<file path="src/rtl/norm_pkg.sv">
// rtl/norm_pkg.sv - shared state type and width helper for the leading-zero normalizer
package norm_pkg;

    typedef enum logic [1:0] {
        IDLE  = 2'd0,
        SHIFT = 2'd1,
        DONE  = 2'd2
    } state_t;

    function automatic int clog2(input int value);
        int result;
        int v;
        result = 0;
        v = value - 1;
        while (v > 0) begin
            result = result + 1;
            v = v >> 1;
        end
        return result;
    endfunction

endpackage

</file>
<file path="src/rtl/seq_normalizer.sv">
// rtl/seq_normalizer.sv - one-bit-per-cycle leading-zero normalizer with valid/ready on both sides
module seq_normalizer
    import norm_pkg::*;
#(
    parameter  int WIDTH = 8,
    localparam int CNT_W = clog2(WIDTH)
) (
    input  logic             clk,
    input  logic             rst_n,
    input  logic             in_valid,
    output logic             in_ready,
    input  logic [WIDTH-1:0] in_data,
    output logic             out_valid,
    input  logic             out_ready,
    output logic [WIDTH-1:0] out_data,
    output logic [CNT_W-1:0] out_shamt,
    output logic             out_zero
);

    state_t           state;
    state_t           state_next;
    logic [WIDTH-1:0] sreg;
    logic [CNT_W-1:0] cnt;
    logic             accept;

    // in_ready is the only combinational output so it drops with rst_n immediately
    assign in_ready = rst_n && (state == IDLE);
    assign accept   = in_valid && in_ready;

    always_ff @(posedge clk or negedge rst_n) begin
        if (!rst_n) begin
            state <= IDLE;
        end else begin
            state <= state_next;
        end
    end

    always_comb begin
        state_next = state;
        case (state)
            IDLE: begin
                if (accept) begin
                    state_next = (in_data == '0) ? DONE : SHIFT;
                end
            end
            SHIFT: begin
                if (sreg[WIDTH-1]) begin
                    state_next = DONE;
                end
            end
            DONE: begin
                if (out_ready) begin
                    state_next = IDLE;
                end
            end
            default: state_next = IDLE;
        endcase
    end

    always_ff @(posedge clk or negedge rst_n) begin
        if (!rst_n) begin
            sreg      <= '0;
            cnt       <= '0;
            out_valid <= 1'b0;
            out_data  <= '0;
            out_shamt <= '0;
            out_zero  <= 1'b0;
        end else begin
            case (state)
                IDLE: begin
                    if (accept) begin
                        sreg <= in_data;
                        cnt  <= '0;
                        // all-zero input has no leading one; report it straight away
                        if (in_data == '0) begin
                            out_valid <= 1'b1;
                            out_data  <= '0;
                            out_shamt <= '0;
                            out_zero  <= 1'b1;
                        end
                    end
                end
                SHIFT: begin
                    if (sreg[WIDTH-1]) begin
                        out_valid <= 1'b1;
                        out_data  <= sreg;
                        out_shamt <= cnt;
                        out_zero  <= 1'b0;
                    end else begin
                        sreg <= sreg << 1;
                        cnt  <= cnt + CNT_W'(1);
                    end
                end
                DONE: begin
                    if (out_ready) begin
                        out_valid <= 1'b0;
                    end
                end
                default: begin
                    out_valid <= 1'b0;
                end
            endcase
        end
    end

    // a zero word in SHIFT would never find its leading one
    sreg_nonzero_in_shift: assert property (@(posedge clk) disable iff (!rst_n)
        (state == SHIFT) |-> (sreg != '0));

endmodule

</file>
<file path="config.mk">
export PLATFORM = sky130hd
export DESIGN_NAME = seq_normalizer
export DESIGN_NICKNAME = d
export VERILOG_FILES = /design/src/rtl/norm_pkg.sv /design/src/rtl/seq_normalizer.sv
export SDC_FILE = /design/constraint.sdc
export NUM_CORES = 1
export LEC_CHECK = 0
export ABC_AREA = 1
export BUFFER_PORTS_ARGS = -buffer_cell sky130_fd_sc_hd__clkbuf_2
export CORE_ASPECT_RATIO = 2
export CORE_MARGIN = 3
export CORE_UTILIZATION = 31
export CTS_BUF_LIST = sky130_fd_sc_hd__clkbuf_2
export CTS_CLUSTER_SIZE = 40
export DETAILED_ROUTE_END_ITERATION = 7
export GPL_ROUTABILITY_DRIVEN = 0
export GPL_TIMING_DRIVEN = 0
export PLACE_DENSITY = 0.54
export REMOVE_ABC_BUFFERS = 1
export SLEW_MARGIN = 20
export SYNTH_ARGS = -nofsm -noshare
export SYNTH_HDL_FRONTEND = slang
export SYNTH_SLANG_ARGS = --single-unit
</file>
<file path="constraint.sdc">
create_clock -name clk -period 2.1 [get_ports clk]
set_input_delay 0.525 -clock clk [delete_from_list [all_inputs] [get_ports clk]]
set_output_delay 0.525 -clock clk [all_outputs]
set_load 0.01 [all_outputs]
</file>
# [Yosys cells after proc, flatten, opt, wreduce, memory -nomap -nowiden]
# Cells that the tools add are included.
[totals] input_bits=12 word_cells=52 ff_bits=26 output_inout_bits=14
[op_classes] eq_ne=7 reduce_logical=10 add_sub_neg=1 mux=26
[op_table] cell="8-bit two-way mux" count=5
[op_table] cell="8-bit case mux with 2 select lines" count=2
[op_table] cell="3-bit two-way mux" count=5
[op_table] cell="3-bit case mux with 2 select lines" count=2
[op_table] cell="8-bit logical NOT" count=1
[op_table] cell="2-bit two-way mux" count=4
[op_table] cell="2-bit != test, second input constant" count=4
[op_table] cell="4-bit AND reduction" count=2
[op_table] cell="2-bit case mux with 3 select lines" count=1
[op_table] cell="3-bit AND reduction" count=2
[op_table] cell="1-bit two-way mux" count=5
[op_table] cell="3-bit by 1-bit adder with 3-bit output, second input constant" count=1
[op_table] cell="1-bit case mux with 3 select lines" count=1
[op_table] cell="2-bit by 1-bit equality test with 1-bit output, second input constant" count=1
[op_table] cell="2-bit equality test, second input constant" count=1
[op_table] cell="1-bit logical AND" count=2
[op_table] cell="2-bit logical NOT" count=1
[op_table] cell="2-bit by 1-bit != test with 1-bit output, second input constant" count=1
[op_table] cell="1-bit case mux with 2 select lines" count=1
[op_table] cell="2-bit AND reduction" count=1
[op_table] cell="2-bit nonzero test" count=1

# [Logic depth before layout (Yosys ltp)]
# Gate-level depths: netlist of run 1.
[logic_depth] ltp_word=5 depth_mapped=9 mapped_depth_nobuf=8

# [Worst setup path after synthesis of run 1]
# Ideal clock, no wire load.
[synth_timing] kind="input port to output port" startpoint="input port rst_n" endpoint="output port in_ready" arrival_time_ps=904 path_slack_ps=671 stages=2 required_time_ps=1575 path_cell_list="inv_1 nor3_1"
[synth_via] elab_chain_len=1
[synth_rtl] item="start: declaration" line_no="seq_normalizer.sv:9" rtl="input logic rst_n,"
[synth_rtl] item="1-bit logical AND" line_no="seq_normalizer.sv:27" rtl="assign in_ready = rst_n && (state == IDLE);"
[synth_rtl] item="end: declaration" line_no="seq_normalizer.sv:11" rtl="output logic in_ready,"
# Every way passes these cells.

# [Worst setup path after layout of run 1]
# Ends and elaborated chain as after synthesis.

==> flow_summary_export.csv, run 1 <==
group,metric,value,unit
synth,netlist_instances,143,
finish,diodes,0,
worst_setup_path,critPathLaunchType,"input port",
sta,period_share,91.8,%
floorplanning,fp.dieW,49.8,µm
sta,slew_headroom,71.9,%
clock_network,post_cts_buffers,0,
pwr,p_int,1.04,mW
global_routing,antenna_found_initial,0,
floorplanning,core-area,3650,µm²
finish,fillers,436,
worst_setup_path,worstPathRequired,1.57,ns
route,vias,988,
sta,fmax,0.519,GHz
finish,fin_nets,180,
global_routing,grt_use_total,12.3,%
finish,drive_gt1_share,19.4,%
route,wl_met3,82,µm
route,dr.max_layer_used,"met4",
synth,syn_avg_cell_area,8.32,µm²
route,wl_per_cell,11.6,µm
clock_network,clkSlewWorstSetupHoldPaths,0.23,ns
clock_network,cts_tree,"done",
worst_setup_path,crit_type,"in2out",
min_path,hold_path.class,"in2async",
route,wirelength,2.48,mm
floorplanning,io_pins,26,
synth,yosysTopAreaCellShare,54.7,%
worst_setup_path,rr_worst_depth,6,
run,maxCapViolCount,0,
floorplanning,start_util,32.6,%
pwr,p_comb_share,44.7,%
pwr,power.density,1390,nW/µm²
worst_setup_path,critPathMaxFanout,28,
clock_network,ctsResizeCount,1,
sta,finalWorstSetupSlack,0.173,ns
clock_network,cts_buffers,3,
global_routing,grt_max_degree,29,
synth,yosys-top-cells-area,"dfrtp_1 55%, nand2_1 15%, nand3_1 8.8%",
synth,synth-seq-area-share,54.7,%
synth,synthArstFlopShare,100,%
pwr,p_leak,0.727,nW
route,drc,0,
worst_setup_path,cp-end-kind,"primary output",
pwr,p_switching,849,µW
route,vias_per_cell,4.62,
sta,finalSetupViolCount,0,
clock_network,cts.sinks,26,
place,hpwlAfterDp,1.93,mm
route,wl_met2,1.40,mm
worst_setup_path,cp.arrival,1.40,ns
synth,synth.most_common_cell,"nand2_1",
finish,area_delta_synth_final,14.2,%
route,drt_iter0_markers,24,
synth,synth_ff_type,"dfrtp_1",
synth,synth.largest_area_cell,"dfrtp_1",
clock_network,clk_latency,0.35,ns
synth,yosysWarnings,0,
synth,synth_common_cells,"48 x nand2_1, 26 x dfrtp_1, 21 x nand3_1",
floorplanning,die_h,93.6,µm
clock_network,hold_buffers,0,
sta,slew_viol_final,0,
place,portBuffers,25,
pwr,power.share.clock,9.7,%
run_status,outcome,"finished, final reports clean",
place,dpl_worst_slack,-0.146,ns
global_routing,first_global_vias,1033,
worst_setup_path,rrSetupSlack,0.30,ns
sta,grt_setup_unrepaired,"false",
finish,postLayoutCoreUtil,37.3,%
floorplanning,num_rows,31,
global_routing,overflow,0,
route,met1Wirelength,967,µm
route,drtAntennaViolNets,0,
synth,synth-edff-count,0,
pwr,max-vdd-ir-drop,0.580,mV
synth,synth_seq_cells,26,
global_routing,grt_pass1_wl,4.55,mm
route,firstDrtPassIters,4,
pwr,sequentialPowerShare,45.6,%
clock_network,clk_path_buf_depth,2,
sta,hold_violations,0,
floorplanning,dieArea,4660,µm²
synth,synth_cell_type_count,19,
sta,final.setup_skew,0.00369,ns
clock_network,root_buffer,"clkbuf_2",
clock_network,h-tree-depth,1,
sta,finalCriticalPeriod,1.93,ns
pwr,sw_frac_of_total,44.9,%
sta,worst_pin_slew,0.421,ns
synth,synth_area,1190,µm²
[kinds of logic after synthesis]
group / Yosys count / share of synthesized area (%)
buffers and inverters: 15 / 6.20
AOI/OAI and AO/OA: 13 / 6.31
and+or+nand+nor: 88 / 31.8
adders and majority gates: 1 / 1.05
DFF: 26 / 54.7
[worst max-delay path, cell delays in order]
cell and delay (ns):
buf_4 0.31, inv_1 0.09, nor3_1 0.27, clkbuf_2 0.20
[power by group through the flow]
stage | sequential [mW] | combinational (mW) | clock [mW]
after floorplan | 0.894 | 0.545 | 0
after global placement | 0.865 | 0.844 | 0
after detailed placement | 0.878 | 0.859 | 0
after CTS | 0.865 | 0.863 | 0.188
after global routing | 0.899 | 0.991 | 0.203
final | 0.862 | 0.846 | 0.183
[area by class of cell]
| class | count | area, µm² | area share, % |
|---|---|---|---|
| inverters | 9 | 33.8 | 2.49 |
| clock buffers | 3 | 15.0 | 1.10 |
| repair buffers | 25 | 128 | 9.39 |
| well taps | 49 | 61.3 | 4.51 |
| flip-flops and latches | 26 | 651 | 47.9 |
| multi-input cells | 102 | 470 | 34.6 |
[routing by layer]
metal,vias to the layer above,GRT usage (%)
met2,18,23.5
met4,0,4.85
met1,456,13.2
met5,-,0
li1,510,-
met3,4,1.28
[flip-flops by register name, summed over array words and instances, names as in the netlist]
name,cells
cnt,3
out_data,8
out_shamt,3
out_valid,1
out_zero,1
sreg,8
state,2
[per-stage QoR]
step                      TNS (ns)  power, mW  instances  hold WS, ns  cell area, µm²
after CTS                        0       1.92        214       0.0767            1350
after floorplan                  0       1.44        137        0.229            1150
after global placement      -0.624       1.71        211        0.456            1340
after detailed placement     -1.35       1.74        211        0.461            1340
after global routing             0       2.09        214       0.0396            1360
final                            0       1.89        214       0.0366            1360
[worst paths after layout]
kind,from,end
worst max-delay path,rst_n,in_ready
worst min-delay path,rst_n,cnt[1]
worst max register to register,state[1],sreg[6]
worst min register to register,out_shamt[1],out_shamt[1]
max in group asynchronous,rst_n,sreg[4]
min in group clk,in_data[0],sreg[0]
[cell usage in the layout (no fill, tap or decap)]
| master | synthesis | final |
|---|---|---|
| dfrtp_1 | 26 | 26 |
| nor3_1 | 2 | 2 |
| nand3_1 | 21 | 21 |
| nor2_4 | 0 | 1 |
| clkbuf_2 | 0 | 27 |
| nor2_1 | 14 | 14 |
| buf_4 | 2 | 1 |
| a31oi_1 | 6 | 6 |
| o21ai_0 | 4 | 4 |
| a22oi_1 | 1 | 1 |
| nand2_1 | 48 | 48 |
| ha_1 | 1 | 1 |
| inv_2 | 2 | 2 |
| nand4_1 | 1 | 1 |
| inv_1 | 7 | 7 |
| nand3_4 | 1 | 1 |
| o21ai_1 | 2 | 2 |
(Power assumes the default switching activity.)
==> run 2, diff against run 1 <==
- RECOVER_POWER: unset -> 100
==> flow_summary_export.csv, run 2 (synthesis results as in run 1) <==
group,metric,value,unit
worst_setup_path,timing.rr.end,"sreg[6]",
route,firstDrtPassIters,4,
worst_setup_path,rrSetupSlack,0.30,ns
worst_setup_path,rr_worst_depth,6,
route,drtAntennaViolNets,0,
clock_network,h-tree-depth,1,
global_routing,first_global_vias,1033,
worst_setup_path,cp-end-kind,"primary output",
worst_setup_path,critPathLaunchType,"input port",
route,wl_per_cell,11.7,µm
route,vias_per_cell,4.61,
worst_setup_path,cp.arrival,1.40,ns
global_routing,grt_max_degree,29,
floorplanning,dieArea,4660,µm²
route,drc,0,
run_status,outcome,"finished, final reports clean",
floorplanning,start_util,32.6,%
pwr,p_leak,0.686,nW
sta,hold_violations,0,
floorplanning,die_h,93.6,µm
finish,postLayoutCoreUtil,36.8,%
sta,slew_viol_final,0,
route,vias,987,
worst_setup_path,rr_startpoint,"state[1]",
place,portBuffers,25,
clock_network,cts_tree,"done",
finish,layout_common_cells,"48 x nand2_1, 26 x dfrtp_1, 21 x nand3_1",
place,hpwlAfterDp,1.93,mm
place,placed_area,1340,µm²
sta,fmax,0.519,GHz
floorplanning,num_rows,31,
place,dpl_worst_slack,-0.146,ns
global_routing,gr-usage-met2,23.5,%
global_routing,grt_use_total,12.3,%
clock_network,cts.sinks,26,
finish,reg.largest.list,"out_data: 8 flops, sreg: 8 flops",
worst_setup_path,slowest_stage,"buf_4",
route,drt_iter0_markers,23,
sta,finalSetupViolCount,0,
clock_network,root_buffer,"clkbuf_2",
clock_network,clk_latency,0.35,ns
sta,worst_pin_slew,0.420,ns
global_routing,met1_usage,13.2,%
clock_network,cts_buffers,3,
global_routing,met3_usage,1.28,%
worst_setup_path,crit_type,"in2out",
sta,finalWorstSetupSlack,0.173,ns
sta,tns,0,ns
worst_setup_path,crit_chain,"buf_4 -> inv_1 -> nor3_1 -> clkbuf_2",
floorplanning,io_pins,26,
sta,slew_headroom,71.9,%
worst_setup_path,critPathMaxFanout,28,
worst_setup_path,slowest_delay,0.31,ns
min_path,hold_path.class,"in2async",
route,wirelength,2.50,mm
global_routing,antenna_found_initial,0,
pwr,finalPower,1.86,mW
sta,grt_setup_unrepaired,"false",
floorplanning,fp.dieW,49.8,µm
clock_network,post_cts_buffers,0,
global_routing,overflow,0,
finish,fin_nets,180,
pwr,power.density,1390,nW/µm²
finish,area_delta_synth_final,12.8,%
run,maxCapViolCount,0,
pwr,max-vdd-ir-drop,0.579,mV
clock_network,clk_path_buf_depth,2,
clock_network,clkSlewWorstSetupHoldPaths,0.22,ns
sta,finalCriticalPeriod,1.93,ns
floorplanning,core-area,3650,µm²
finish,diodes,0,
sta,period_share,91.8,%
finish,final_area,1340,µm²
global_routing,grt_pass1_wl,4.55,mm
worst_setup_path,worstPathRequired,1.57,ns
global_routing,grt.busiest_layer,"met2",
sta,final.setup_skew,0.00218,ns
finish,layout_commonest_cell,"nand2_1",
finish,drive_gt1_share,10.9,%
[run 2: what timing repair did]
action                     CTS  global route
gates resized for setup      1             2
hold buffers                 0             0
cloned                       0             0
setup endpoints to repair    1            24
[run 2: cell type report]
| type | count | area [µm²] |
|---|---|---|
| clock buffer | 3 | 15.0 |
| fill | 435 | 2300 |
| inverter | 9 | 33.8 |
| multi-input combinational | 102 | 470 |
| sequential | 26 | 651 |
| tap | 49 | 61.3 |
| timing repair buffer | 25 | 111 |
[run 2: routing by layer]
layer  share of wire, %  vias up
li1                   -      510
met1                 39      455
met2                 56       18
met3                3.4        4
met4                1.4        0
met5                  0        -
[run 2: power by group]
| part | internal (mW) | leakage [nW] | switching (mW) |
|---|---|---|---|
| combinational | 0.262 | 0.349 | 0.558 |
| sequential | 0.716 | 0.325 | 0.146 |
| clock | 0.0388 | 0.0125 | 0.143 |
| total | 1.02 | 0.686 | 0.848 |
[run 2: worst max-delay path by stage]
stage / startpoint / end / slack [ns]
floorplan: state[1] / cnt[0] / 0.46
global placement: rst_n / in_ready / -0.11
detailed placement: rst_n / in_ready / -0.15
CTS: state[1] / sreg[6] / 0.04
global route: rst_n / in_ready / 0.02
finish: rst_n / in_ready / 0.17
[run 2: critical path: cells and delay by family]
family                 cells  cell delay (ns)
AND/OR/NAND/NOR            1             0.27
buffers and inverters      3             0.60
[run 2: stage by stage]
| step | hold slack, ns | std cells |
|---|---|---|
| finish | 0.0389 | 214 |
| detailed placement | 0.461 | 211 |
| CTS | 0.0767 | 214 |
| floorplan | 0.229 | 137 |
| global route | 0.0396 | 214 |
| global placement | 0.456 | 211 |
